**config.mk**
```make
export PLATFORM = sky130hd
export DESIGN_NAME = btn_debounce
export DESIGN_NICKNAME = d
export VERILOG_FILES = /design/src/rtl/btn_debounce.sv
export SDC_FILE = /design/constraint.sdc
export NUM_CORES = 1
export LEC_CHECK = 0
export ABC_AREA = 1
export CORE_MARGIN = 3
export CORE_UTILIZATION = 30
export DETAILED_ROUTE_END_ITERATION = 10
export SLEW_MARGIN = 20
export SYNTH_ARGS = -nofsm -noshare
export SYNTH_HDL_FRONTEND = slang
export SYNTH_SLANG_ARGS = --single-unit
```
**constraint.sdc**
```tcl
create_clock -name clk -period 2.2 [get_ports clk]
set_input_delay 0.33 -clock clk [delete_from_list [all_inputs] [get_ports clk]]
set_output_delay 0.33 -clock clk [all_outputs]
set_load 0.02 [all_outputs]
```
**src/rtl/btn_debounce.sv**
```systemverilog
// btn_debounce: per-channel synchronizer, debouncer, press/release pulses and long-press detector
module btn_debounce #(
    parameter int          N        = 4,
    parameter logic [31:0] DEBOUNCE = 32'd120000,
    parameter logic [31:0] LONG     = 32'd12000000
) (
    input  logic         clk,
    input  logic         rst,
    input  logic [N-1:0] btn,
    output logic [N-1:0] state,
    output logic [N-1:0] press,
    output logic [N-1:0] rel,
    output logic [N-1:0] long
);
    for (genvar i = 0; i < N; i++) begin : g_ch
        logic        sync1, sync2, st, pr, rl, lg, fired, accept;
        logic [31:0] cnt, hold;
        assign accept   = (sync2 != st) && (cnt == DEBOUNCE - 32'd1);
        assign state[i] = st;
        assign press[i] = pr;
        assign rel[i]   = rl;
        assign long[i]  = lg;
        always_ff @(posedge clk) begin
            if (rst) begin
                sync1 <= 1'b0;
                sync2 <= 1'b0;
                st    <= 1'b0;
                pr    <= 1'b0;
                rl    <= 1'b0;
                lg    <= 1'b0;
                fired <= 1'b0;
                cnt   <= '0;
                hold  <= '0;
            end else begin
                sync1 <= btn[i];
                sync2 <= sync1;
                cnt   <= (sync2 == st || accept) ? '0 : cnt + 32'd1;
                if (accept) st <= sync2;
                pr <= accept & sync2;
                rl <= accept & ~sync2;
                // an accepted release on this edge (accept while st is high) suppresses long
                lg <= st & ~fired & (hold == LONG - 32'd1) & ~accept;
                if (accept & sync2) begin
                    hold  <= '0;
                    fired <= 1'b0;
                end else if (st & ~fired) begin
                    if (hold == LONG - 32'd1) fired <= 1'b1;
                    else hold <= hold + 32'd1;
                end
            end
        end
    end
endmodule

```
=== Word-level counts from Yosys, hierarchy flattened ===
Cells that the tools add are included.

* Register bits: 284
* Output and inout port bits: 16
* Logic and storage cells: 120

* Add/subtract/negate cells: 8
* Eq/ne operators: 16
* Bitwise operators: 36
* Reduce and logical (&&, ||, !) cells: 24

{| class="wikitable"
|+ Operator list
! kind !! count
|-
| $add A32 B1 Y32 const B || 8
|-
| $eq A32 B17 Y1 const B || 4
|-
| $eq A32 B24 Y1 const B || 4
|-
| $and A1 B1 Y1 || 20
|-
| $not A1 Y1 || 16
|-
| $reduce_and A2 Y1 || 8
|-
| $reduce_or A2 Y1 || 8
|-
| $eq A1 B1 Y1 || 4
|-
| $logic_and A1 B1 Y1 || 4
|-
| $logic_or A1 B1 Y1 || 4
|-
| $ne A1 B1 Y1 || 4
|}

=== Depth between registers and ports, before layout ===
* Depth in word-level cells: 4
* Gate-level depth with buffers: 11
* Mapped depth without buffers: 10

=== Least setup slack after synthesis ===
OpenSTA, ideal clock, no wires.

* Path kind: reg2reg
* From: reg g_ch[0].hold[0]
* To: reg g_ch[0].hold[21]
* Arrival time: 1,457 ps
* Required time: 2,084 ps
* Setup slack: 627 ps
* Cell stages (with the launch flop): 12
* Period minus slack after synthesis: 1,573 ps
* Cell sequence: dfxtp_1 -> ha_1 -> nand2_2 -> nor2_4 -> nand2_2 -> nor2_4 -> nand2_4 -> buf_2 -> nand3_1 -> nand2_1 -> nand2_1 -> nor2_1

* Longest elaborated chain between the ends: 3
* Elaborated cells between the ends (all ways): 4
* Those cells by class: add/sub (1); eq/ne (1); bitwise (1); reduce/logical (1)

{| class="wikitable"
|+ Ends and longest elaborated chain
! what !! RTL line !! RTL
|-
| start, declared || 17 || <nowiki>logic [31:0] cnt, hold;</nowiki>
|-
| start signal, assigned || 48 || <nowiki>else hold <= hold + 32'd1;</nowiki>
|-
| branches (longest 3 deep; another with $add A32 B1 Y32) || n/a ||
|}

Several ways; the timed one is not identified.
A chain may end at the register's enable or synchronous reset.

=== Worst setup path in the final report ===
* From: reg g_ch[3].st
* To: out state[3]

{| class="wikitable"
|+ RTL lines
! what !! RTL line !! RTL
|-
| start, declared || 16 || <nowiki>logic sync1, sync2, st, pr, rl, lg, fired, accept;</nowiki>
|-
| start signal, assigned || 38 || <nowiki>if (accept) st <= sync2;</nowiki>
|-
| end, declared || 10 || <nowiki>output logic [N-1:0] state,</nowiki>
|}

No word-level cell between the ends.

==> results.md <==
- Post-cts sizing count: 0
- Layout cells sized above 1: approximately 5.7%
- Final HPWL from detailed placement: 31,800 um
- RSZ-0062 raised after global routing: no
- Wl on met1: 21,700 um
- Hold Crit Class: primary input to register
- Largest net degree at the start of global routing: 34
- Starting Density: 30.5%
- Most frequent cells in the layout: nand2_1 (981), nor2_1 (556), dfxtp_1 (284)
- Initial antenna violation count: 0
- DIE AREA: 60,400 um^2
- ANT cells: 0
- Ys Warns: 0
- CTS Buf Count: 35
- Max Freq: around 520 MHz
- DRC errors left: 0
- Maximum VDD drop: 0.591 mV
- Via density: 4.55
- DIE WIDTH: 246 um
- Worst setup SP type: register
- Setup Buffers After CTS: 0
- Worst-skew pair later-pin latency: approximately 0.54 ns
- Period utilization: 86.6%
- CTS tree: yes
- CP top delay family: buffers and inverters
- Port bufs: 21
- Yosys reg bits: 284
- CP cell instances: clkdlybuf4s50_1
- Headroom to the max-slew limit: 53.0%
- Crit path DAT: 1.58 ns
- Core Rows: 87
- Status: finished, final reports clean
- Core Box Area: 56,600 um^2
- Final #Nets: 2,869
- Fin. Hold Viols: 0
- Crit-path max FO: 3
- Worst Clk Skew: between 0.015 and 0.02 ns
- First-pass GRT wire length: approximately 75,000 um
- Sequential-to-total area share from yosys stat: about a third
- Setup_tns: 0 ns
- H-tree depth: 2
- Syn Inst Count: 2,845
- # hold bufs at CTS: 0
- Leakage: 6.25 nW
- Final WL: 43,600 um
- WL per Instance: 12.0 um
- Clk buf depth: 3
- Max-cap viol count: 0
- Syn Area/Cell: 6.06 um^2
- Req. time, crit path: between 1.5 and 2 ns
- Crit. End Element: output port
- Top Metal Used: met4
- Ports: 22
- Area grow syn2layout: 11.7%
- Clk sinks: approximately 280
- Overall power: 11.0 mW
- Wire length on met3: 1780 um
- Final cell utilization of the core: 34.0%
- Total number of vias: 16,522
- Worst path buffer plus inverter count: 1
- Drt first-iter violations: 1,089
- Mapped cell area: between 15,000 and 20,000 um^2
- Clock root cell: clkbuf_16
- Slew Limit Fails: 0
- PD cells: 571 nW/um^2
- GRT Total Usage: 14.6%
- Clock transition at path regs: 0.06 ns
- Syn_nets: 2,859
- Total gr overflow: 0
- GPL Wtd Cong: 0.934
- Vias in the first global route: 15,490
- Slowest-stage cell, CP: clkdlybuf4s50_1
- Crit path kind: register to output port
- Die height: about 250 um
- Hold slack: 0.323 ns
- Final setup violation count: 0
- Final Critical Period: 1.91 ns
- Post-DRT Antenna Nets: 0
- Most common cell after layout, fill and taps aside: nand2_1
- Metal2 WL: between 15,000 and 20,000 um
- First-pass iteration count of the detailed router: 9
- Worst-margin pin slew: 0.705 ns
- Largest stage delay, worst path: 0.63 ns
- Distinct cells, synth: 34
-- sequential cells by signal, summed over array words and instances (netlist names) --
| signal | cells |
|---|---|
| g_ch.pr | 4 |
| g_ch.lg | 4 |
| g_ch.rl | 4 |
| g_ch.cnt | 128 |
| g_ch.fired | 4 |
| g_ch.st | 4 |
| g_ch.sync2 | 4 |
| g_ch.sync1 | 4 |
| g_ch.hold | 128 |
-- worst paths after layout --
kind,startpoint,endpoint,slack [ns],depth (start not counted)
min,btn[1],g_ch[1].sync1,0.32,3
min reg2reg,g_ch[1].sync1,g_ch[1].sync2,0.40,2
max reg2reg,g_ch[0].hold[0],g_ch[0].hold[23],0.30,9
max,g_ch[3].st,state[3],0.29,1
-- metal layers --
metal  track usage (%)  vias to the layer above
li1                  -                     8879
met3              2.32                       83
met1              19.8                     7286
met4              5.11                        0
met5                 0                        -
met2              23.3                      274
-- per-stage QoR --
step / cell area (um^2) / cells / setup slack [ns]
floorplan: 17200 / 2845 / 0.627
global placement: 18200 / 3574 / 0.0602
detailed placement: 18200 / 3574 / 0.0732
CTS: 19300 / 3632 / 0.0458
global route: 19300 / 3632 / 0.0865
finish: 19300 / 3632 / 0.294
-- area by class of cell --
class / instances / area [um^2]
Multi-Input combinational cell: 2211 / 9990
Fill cell: 6344 / 37300
Sequential cell: 284 / 5690
Tap cell: 756 / 946
Clock buffer: 43 / 936
Timing Repair Buffer: 45 / 490
Clock inverter: 15 / 165
Inverter: 278 / 1040
-- kinds of logic (layout without fill, tap and decap cells) --
| kind of cell | after synthesis | after routing | synth area share [%] |
|---|---|---|---|
| AOI/OAI and AO/OA | 190 | 190 | 5.86 |
| and+or+nand+nor | 1924 | 1924 | 46.9 |
| xor gates and xnor gates | 89 | 89 | 4.52 |
| buffers and inverters | 350 | 381 | 9.14 |
| adders and majority gates | 8 | 8 | 0.580 |
| DFF | 284 | 284 | 33.0 |
-- cells in the mapped netlist (all sizes together) --
library cell,n,area share [%]
nor3,50,1.6
dfxtp,284,33
or2,7,0.25
ha,8,0.58
nand2,1010,23
inv,278,6.1
buf,58,2.8
xor2,65,3.3
a21oi,163,5.1
and3,2,0.073
nor2,582,13
o21ai,27,0.78
nor4,1,0.036
clkbuf,14,0.30
nand4,41,1.5
and2,2,0.073
nand3,203,6.0
xnor2,24,1.2
nor2b,1,0.036
nand3b,24,1.0
nor3b,1,0.044
-- where the power goes --
part	internal (mW)	switching (mW)	leakage, nW
Combinational	0.0418	0.0899	3.41
Sequential	5.15	0.00400	2.29
Clock	3.37	2.34	0.550
Total	8.57	2.44	6.25
No activity file was read; power rests on OpenSTA's default activity.
